--- src/rtl/seg7_scan_driver.sv ---
// Eight-digit time-multiplexed hex display driver with frame-aligned commit.
// Optional leading-zero blanking via SEG7_LZ_BLANK_EN.
module seg7_scan_driver #(
  parameter int SCAN_DIV = 100000
) (
  input  logic        clk,
  input  logic        rst,
  input  logic        load,
  input  logic [31:0] data,
  input  logic [7:0]  dp_mask,
  output logic [2:0]  which,
  output logic [7:0]  seg,
  output logic        pending
);

  localparam int DW = $clog2(SCAN_DIV);
  localparam logic [DW-1:0] DIV_MAX = DW'(SCAN_DIV - 1);

  logic [DW-1:0] r_div;
  logic [2:0]    r_which;
  logic [7:0]    r_seg;
  logic          r_pending;
  logic [31:0]   r_sh_data;
  logic [7:0]    r_sh_dp;
  logic [31:0]   r_act_data;
  logic [7:0]    r_act_dp;

  logic          w_tick;
  logic          w_bnd;
  logic [2:0]    w_which_nx;
  logic [31:0]   w_act_data;
  logic [7:0]    w_act_dp;

  function automatic logic [6:0] hex7(input logic [3:0] n);
    logic [6:0] s;
    case (n)
      4'h0: s = 7'h40;
      4'h1: s = 7'h79;
      4'h2: s = 7'h24;
      4'h3: s = 7'h30;
      4'h4: s = 7'h19;
      4'h5: s = 7'h12;
      4'h6: s = 7'h02;
      4'h7: s = 7'h78;
      4'h8: s = 7'h00;
      4'h9: s = 7'h10;
      4'hA: s = 7'h08;
      4'hB: s = 7'h03;
      4'hC: s = 7'h46;
      4'hD: s = 7'h21;
      4'hE: s = 7'h06;
      default: s = 7'h0E;
    endcase
    return s;
  endfunction

  function automatic logic [7:0] enc(
    input logic [31:0] w,
    input logic [7:0]  m,
    input logic [2:0]  k
  );
    logic [31:0] sh;
    logic [6:0]  s;
    sh = w >> {k, 2'b00};
    s  = hex7(sh[3:0]);
`ifdef SEG7_LZ_BLANK_EN
    // Blank when this and every higher nibble is zero.
    if (k != 3'd0 && sh == 32'd0)
      s = 7'h7F;
`endif
    return {~m[k], s};
  endfunction

  assign w_tick     = (r_div == DIV_MAX);
  assign w_bnd      = w_tick && (r_which == 3'd7);
  assign w_which_nx = r_which + 3'd1;

  // Active word as it stands after this edge.
  always_comb begin
    w_act_data = r_act_data;
    w_act_dp   = r_act_dp;
    if (w_bnd) begin
      if (load) begin
        w_act_data = data;
        w_act_dp   = dp_mask;
      end else if (r_pending) begin
        w_act_data = r_sh_data;
        w_act_dp   = r_sh_dp;
      end
    end
  end

  always_ff @(posedge clk) begin
    if (rst) begin
      r_div      <= '0;
      r_which    <= 3'd0;
      r_seg      <= 8'hFF;
      r_pending  <= 1'b0;
      r_sh_data  <= 32'd0;
      r_sh_dp    <= 8'd0;
      r_act_data <= 32'd0;
      r_act_dp   <= 8'd0;
    end else begin
      r_div      <= w_tick ? '0 : r_div + 1'b1;
      r_act_data <= w_act_data;
      r_act_dp   <= w_act_dp;
      if (w_tick) begin
        r_which <= w_which_nx;
        r_seg   <= enc(w_act_data, w_act_dp, w_which_nx);
      end
      if (load) begin
        r_sh_data <= data;
        r_sh_dp   <= dp_mask;
        r_pending <= !w_bnd;
      end else if (w_bnd) begin
        r_pending <= 1'b0;
      end
    end
  end

  assign which   = r_which;
  assign seg     = r_seg;
  assign pending = r_pending;

endmodule

--- config.mk ---
export PLATFORM = sky130hd
export DESIGN_NAME = seg7_scan_driver
export DESIGN_NICKNAME = d
export VERILOG_FILES = /design/src/rtl/seg7_scan_driver.sv
export SDC_FILE = /design/constraint.sdc
export NUM_CORES = 1
export LEC_CHECK = 0
export CELL_PAD_IN_SITES_DETAIL_PLACEMENT = 0
export CELL_PAD_IN_SITES_GLOBAL_PLACEMENT = 2
export CORE_MARGIN = 10
export CORE_UTILIZATION = 31
export DETAILED_ROUTE_END_ITERATION = 8
export GPL_ROUTABILITY_DRIVEN = 0
export GPL_TIMING_DRIVEN = 1
export PLACE_DENSITY = 0.73
export SYNTH_ARGS = -nofsm -noshare
export SYNTH_HDL_FRONTEND = slang
export SYNTH_SLANG_ARGS = --single-unit
--- constraint.sdc ---
create_clock -name clk -period 3.6 [get_ports clk]
set_input_delay 0.36 -clock clk [delete_from_list [all_inputs] [get_ports clk]]
set_output_delay 0.36 -clock clk [all_outputs]
set_load 0.03 [all_outputs]
==> run_results.csv, run 1 <==
group,metric,value,unit
synthesis,syn-cell-area,5410,um^2
grt,grt_pass1_wl,26900,um
drt,drc,0,
sta,period_share,95.4,%
worst_setup_path,r2r-end,"seg[0]",
clock_network,root_buffer,"clkbuf_16",
synthesis,synthTopCellsByArea,"dfxtp_1 (40%), nor2_1 (8.6%), mux2i_1 (7.6%), nand2_1 (2.8%), ha_1 (2.1%)",
drt,wl_per_cell,18.2,um
clock_network,cts.path.max_buffers,2,
floorplanning,die-height,152,um
synthesis,yosysSeqAreaShare,40.3,%
worst_setup_path,max_stage_delay,0.52,ns
min_path,worst_hold_path.endpoint,"r_sh_data[23]",
min_path,worst_hold_path.num_cells,3,
sta,drv_slew,0,
power_and_ir_drop,fin_total_pwr,2.43,mW
final_layout,fin_cells,929,
grt,grt_pass1_vias,4867,
worst_setup_path,cp_slowest_cell,"or3b_2",
floorplanning,rows,48,
floorplanning,core-area,17200,um^2
clock_network,cts_tree,"built",
power_and_ir_drop,power_leakage,2.58,nW
worst_setup_path,rr_worst_depth,15,
sta,fmax,291,MHz
worst_setup_path,critPathLaunchType,"register",
grt,track_usage,14.1,%
sta,period_minus_slack,3.43,ns
worst_setup_path,crit_path_end_kind,"register",
final_layout,layout_commonest_cell,"nor2_1",
synthesis,syn_nets,677,
grt,grt_max_degree,79,
drt,routed_wirelength,16900,um
worst_setup_path,required,3.85,ns
worst_setup_path,crit_fanout,16,
synthesis,yosysTopAreaCellShare,40.3,%
synthesis,synth_warnings,0,
sta,worst_slack,0.165,ns
synthesis,synth-async-reset-ratio,0,%
final_layout,layout-drive-gt1-share,14.6,%
synthesis,avgSynthCellArea,8.66,um^2
synthesis,synth_edf_count,0,
worst_setup_path,regToRegSetupSlack,0.17,ns
floorplanning,fp.dieArea,23100,um^2
final_layout,fin_nets,751,
min_path,worstHoldStart,"load",
clock_network,cts.reportedPaths.clkPinSlew,0.08,ns
clock_network,h-tree-depth,3,
sta,tightestPinTransition,0.890,ns
min_path,min_path_type,"in2reg",
drt,ant_nets,0,
synthesis,yosysTopAreaCell,"dfxtp_1",
floorplanning,start_util,31.4,%
worst_setup_path,arrival,3.68,ns
drt,vias_per_cell,5.28,
final_layout,diodes,0,
drt,num_vias,4902,
floorplanning,die_w,152,um
worst_setup_path,critPathMostFrequentCell,"a221oi_1",
place,dp.cells,912,
run_status,status,"completed",
sta,maxSlewHeadroom,40.7,%
synthesis,synth_ff_type,"dfxtp_1",
floorplanning,io_pins,55,
place,hpwl,12500,um
sta,rsz0062_at_grt,"false",
clock_network,numCtsBuffers,9,
power_and_ir_drop,irDropWorstVdd,0.215,mV
run,drv_cap,0,
grt,antenna_found_initial,0,
sta,hold_violations,0,
sta,tns,0,ns
power_and_ir_drop,power.density,360,nW/um^2
worst_setup_path,path_cells,"or3b_2 > nor3_2 > nand4_1 > buf_12 > o22a_1 > o21ai_0 > mux2_2 > a221oi_1 > buf_4 > nand2_1 > inv_1 > ha_1 > and4_1 > a221oi_1 > a21oi_1",
clock_network,cts.sinks,109,
synthesis,ys_seq_elements,109,
final_layout,syn2layout_area_growth,24.4,%
sta,fin_skew,0.00860,ns
grt,overflow,0,
drt,first_pass_iters,4,
worst_setup_path,path_class,"reg2reg",
final_layout,final_cell_mix,"nor2_1 (124), dfxtp_1 (107), clkdlybuf4s50_1 (52), buf_4 (48), mux2i_1 (41)",
place,place_ws,0.0420,ns
synthesis,synth_cell_types,74,
clock_network,insertion_delay,0.36,ns
place,portBuffers,54,
worst_setup_path,rr_startpoint,"r_div[7]",
synthesis,synth_cells,625,
sta,finalSetupViolCount,0,
drt,drtIter0Drc,325,
==> metal layers <==
metal  global-route usage [%]  vias to the layer above  share of wire, %
li1                         -                     2405                 -
met1                     18.2                     2370                47
met2                     23.0                      114                47
met3                     3.67                       13               4.9
met4                     3.44                        0               1.2
met5                        0                        -                 0
==> how the worst max path moves through the flow <==
stage	start	end	depth (start not counted)
final	r_div[7]	seg[0]	15
after detailed placement	r_div[13]	seg[2]	13
after global routing	r_div[14]	seg[1]	12
after CTS	r_div[13]	seg[2]	13
after floorplan	which[0]	seg[2]	14
after global placement	r_div[13]	seg[2]	13
==> logic make-up (layout without fill, tap and decap cells) <==
| logic type | Yosys count | after routing | synth area share, % |
|---|---|---|---|
| adder cells (fa/ha/maj) | 9 | 9 | 2.08 |
| AND/OR/NAND/NOR | 261 | 261 | 23.0 |
| buffers and inverters | 52 | 131 | 4.62 |
| AO/OA/AOI/OAI | 130 | 130 | 17.7 |
| XOR/XNOR | 16 | 16 | 2.59 |
| flip-flops | 109 | 109 | 40.3 |
| multiplexers | 48 | 48 | 9.66 |
==> where the power goes <==
| part | internal, mW | total, mW | switching (mW) |
|---|---|---|---|
| combinational | 0.0930 | 0.193 | 0.0996 |
| sequential | 1.23 | 1.25 | 0.0153 |
| clock | 0.482 | 0.984 | 0.502 |
==> through the flow <==
step	area [um^2]	hold slack, ns	utilization (%)
floorplan	5420	0.418	-
global placement	6400	0.430	37.2
detailed placement	6400	0.444	37.2
CTS	6690	0.405	38.8
global route	6740	0.436	39.1
finish	6740	0.414	39.1
==> cell usage after synthesis (all sizes together) (6+ instances only) <==
cell,instances
and2,12
xnor2,6
o21ai,12
o31ai,6
dfxtp,109
clkbuf,23
nor3,21
o22ai,10
a22oi,7
buf,16
a21oi,21
o221ai,9
nand2,40
inv,12
nand3,20
mux2i,41
o32a,7
xor2,10
and3,9
ha,9
a31oi,16
nor2,126
==> what timing repair did <==
item                       in CTS  in global routing
hold buffers                    0                  0
resized for setup               0                  8
hold endpoints to repair        0                  0
buffers inserted                0                  1
setup endpoints to repair       0                  7
==> registers in the layout (all words and copies together) (netlist names) <==
signal,cells
r_act_dp,8
pending,1
seg,8
r_sh_data,32
r_sh_dp,8
r_act_data,32
which,3
r_div,17
==> worst max-delay path, delay by kind of cell, from the launching register on <==
kind	cells	cell delay (ns)
DFF	1	0.38
muxes	1	0.23
AOI/OAI and AO/OA	5	0.74
and+or+nand+nor	5	1.26
adders and majority gates	1	0.24
buffers and inverters	3	0.46
==> final cells by class <==
type / instances / area, um^2
Tap cell: 225 / 282
Inverter: 13 / 48.8
Sequential cell: 109 / 2180
Multi-Input combinational cell: 464 / 3030
Fill cell: 1752 / 10500
Clock buffer: 9 / 225
Timing Repair Buffer: 102 / 906
Clock inverter: 7 / 57.6
Note: power is estimated with default switching activity, not from simulation.
==> run 2, diff against run 1 <==
- CORE_MARGIN: 10 -> 2
- GPL_TIMING_DRIVEN: 1 -> 0
==> run_results.csv, run 2 (same netlist as run 1, synthesis figures left out) <==
group,metric,value,unit
run_status,status,"completed",
power_and_ir_drop,switching_share,26.0,%
grt,overflow,0,
drt,met2_length,8550,um
power_and_ir_drop,p_clk_share,40.3,%
power_and_ir_drop,irDropWorstVdd,0.235,mV
sta,finalSetupViolCount,0,
grt,grt_pass1_wl,28200,um
floorplanning,rows,48,
floorplanning,core-area,17200,um^2
drt,ant_nets,0,
floorplanning,die_w,136,um
final_layout,diodes,0,
final_layout,fillers,1790,
clock_network,cts_tree,"built",
drt,wl_met1,8560,um
clock_network,holdBufCountCts,0,
drt,wl_met3,836,um
power_and_ir_drop,internal-power,1.81,mW
final_layout,final_util,40.4,%
worst_setup_path,crit_family,"simple AND/OR/NAND/NOR gates",
place,portBuffers,53,
drt,wl_per_cell,19.6,um
final_layout,layout-drive-gt1-share,16.1,%
sta,fmax,285,MHz
worst_setup_path,path_cells,"or4b_1 > buf_4 > nor2_4 > buf_4 > nand3_2 > mux4_2 > o32a_1 > and3_1 > buf_6 > nor3_1 > a221oi_2 > a21oi_1",
power_and_ir_drop,power.density,352,nW/um^2
power_and_ir_drop,power_leakage,2.67,nW
sta,fin_skew,0.0135,ns
power_and_ir_drop,fin_total_pwr,2.45,mW
drt,drc,0,
worst_setup_path,path_class,"reg2reg",
final_layout,fin_nets,763,
worst_setup_path,critPathMostFrequentCell,"buf_4",
run,drv_cap,0,
worst_setup_path,crit_fanout,10,
clock_network,numCtsBuffers,9,
sta,period_share,97.5,%
worst_setup_path,arrival,3.80,ns
sta,hold_violations,0,
drt,vias_per_cell,5.38,
clock_network,insertion_delay,0.37,ns
drt,first_pass_iters,5,
sta,maxSlewHeadroom,28.6,%
worst_setup_path,critPathLaunchType,"register",
power_and_ir_drop,power_switching,0.635,mW
clock_network,cts.sinks,109,
clock_network,cts.reportedPaths.clkPinSlew,0.08,ns
worst_setup_path,timing.critical_path.buf_inv,3,
floorplanning,start_util,31.5,%
final_layout,layout_commonest_cell,"nor2_1",
grt,grt_pass1_vias,4942,
sta,tns,0,ns
worst_setup_path,required,3.90,ns
worst_setup_path,max_stage_delay,0.54,ns
sta,tightestPinTransition,1.07,ns
final_layout,final_cell_mix,"nor2_1 (122), dfxtp_1 (105), clkdlybuf4s50_1 (53), mux2i_1 (41), nand2_1 (38)",
final_layout,top_regs,"r_act_data: 32 flops, r_sh_data: 32 flops, r_div: 17 flops",
worst_setup_path,cp_slowest_cell,"or4b_1",
floorplanning,io_pins,55,
grt,track_usage,20.4,%
sta,period_minus_slack,3.51,ns
drt,num_vias,5065,
drt,drtIter0Drc,277,
floorplanning,fp.dieArea,18500,um^2
place,hpwl,13200,um
clock_network,root_buffer,"clkbuf_16",
power_and_ir_drop,p_seq_share,51.0,%
clock_network,cts.path.max_buffers,2,
final_layout,syn2layout_area_growth,28.3,%
grt,antenna_found_initial,0,
drt,top_layer,"met4",
power_and_ir_drop,power_frac_comb,8.6,%
floorplanning,die-height,136,um
min_path,min_path_type,"in2reg",
drt,routed_wirelength,18500,um
worst_setup_path,crit_path_end_kind,"register",
clock_network,h-tree-depth,3,
sta,drv_slew,0,
sta,hold_slack,0.322,ns
grt,grt_max_degree,20,
-- run 2: repair_timing --
item                                    CTS  global route
gates cloned                              0             1
endpoints found under the setup margin   28             7
pin swaps                                 6            11
gates resized for setup                  39            30
buffers inserted                          6            15
-- run 2: area by class of cell --
class / count / area (um^2) / share of cell area, %
buffer: 39 / 248 / 3.57
clock buffer: 9 / 225 / 3.24
clock inverter: 7 / 57.6 / 0.829
inverter: 13 / 48.8 / 0.703
multi-input combinational: 464 / 3200 / 46.0
sequential: 109 / 2190 / 31.5
tap: 225 / 282 / 4.05
timing repair buffer: 75 / 699 / 10.1
-- run 2: stage by stage --
| step | instance area (um^2) | worst slack (ns) | cells |
|---|---|---|---|
| floorplan | 5420 | 0.0421 | 625 |
| global placement | 6230 | -1.41 | 903 |
| detailed placement | 6230 | -1.44 | 903 |
| CTS | 6710 | 0.0270 | 925 |
| global route | 6950 | -0.0535 | 941 |
| finish | 6950 | 0.0913 | 941 |
-- run 2: power groups by stage --
stage,logic [mW],clock network [mW],registers (mW)
finish,0.211,0.986,1.25
global route,0.229,1.07,1.25
CTS,0.210,1.01,1.25
detailed placement,0.207,0,1.28
global placement,0.205,0,1.28
floorplan,0.107,0,1.27
-- run 2: worst min-delay path, cell delays in order --
cell and delay (ns):
buf_6 0.10, nor2_1 0.06, a31oi_1 0.12
-- run 2: worst paths after layout --
path	startpoint	endpoint	slack, ns	cells after the start
worst max-delay path	r_div[14]	seg[0]	0.09	12
worst min-delay path	rst	seg[2]	0.32	3
worst max register to register	r_div[14]	seg[0]	0.09	12
worst min register to register	r_div[0]	r_div[0]	0.46	1
-- run 2: per-layer routing --
layer,up-vias,global-route usage (%)
met3,29,3.43
met5,-,0
li1,2440,-
met2,131,32.7
met1,2465,27.0
met4,0,8.39
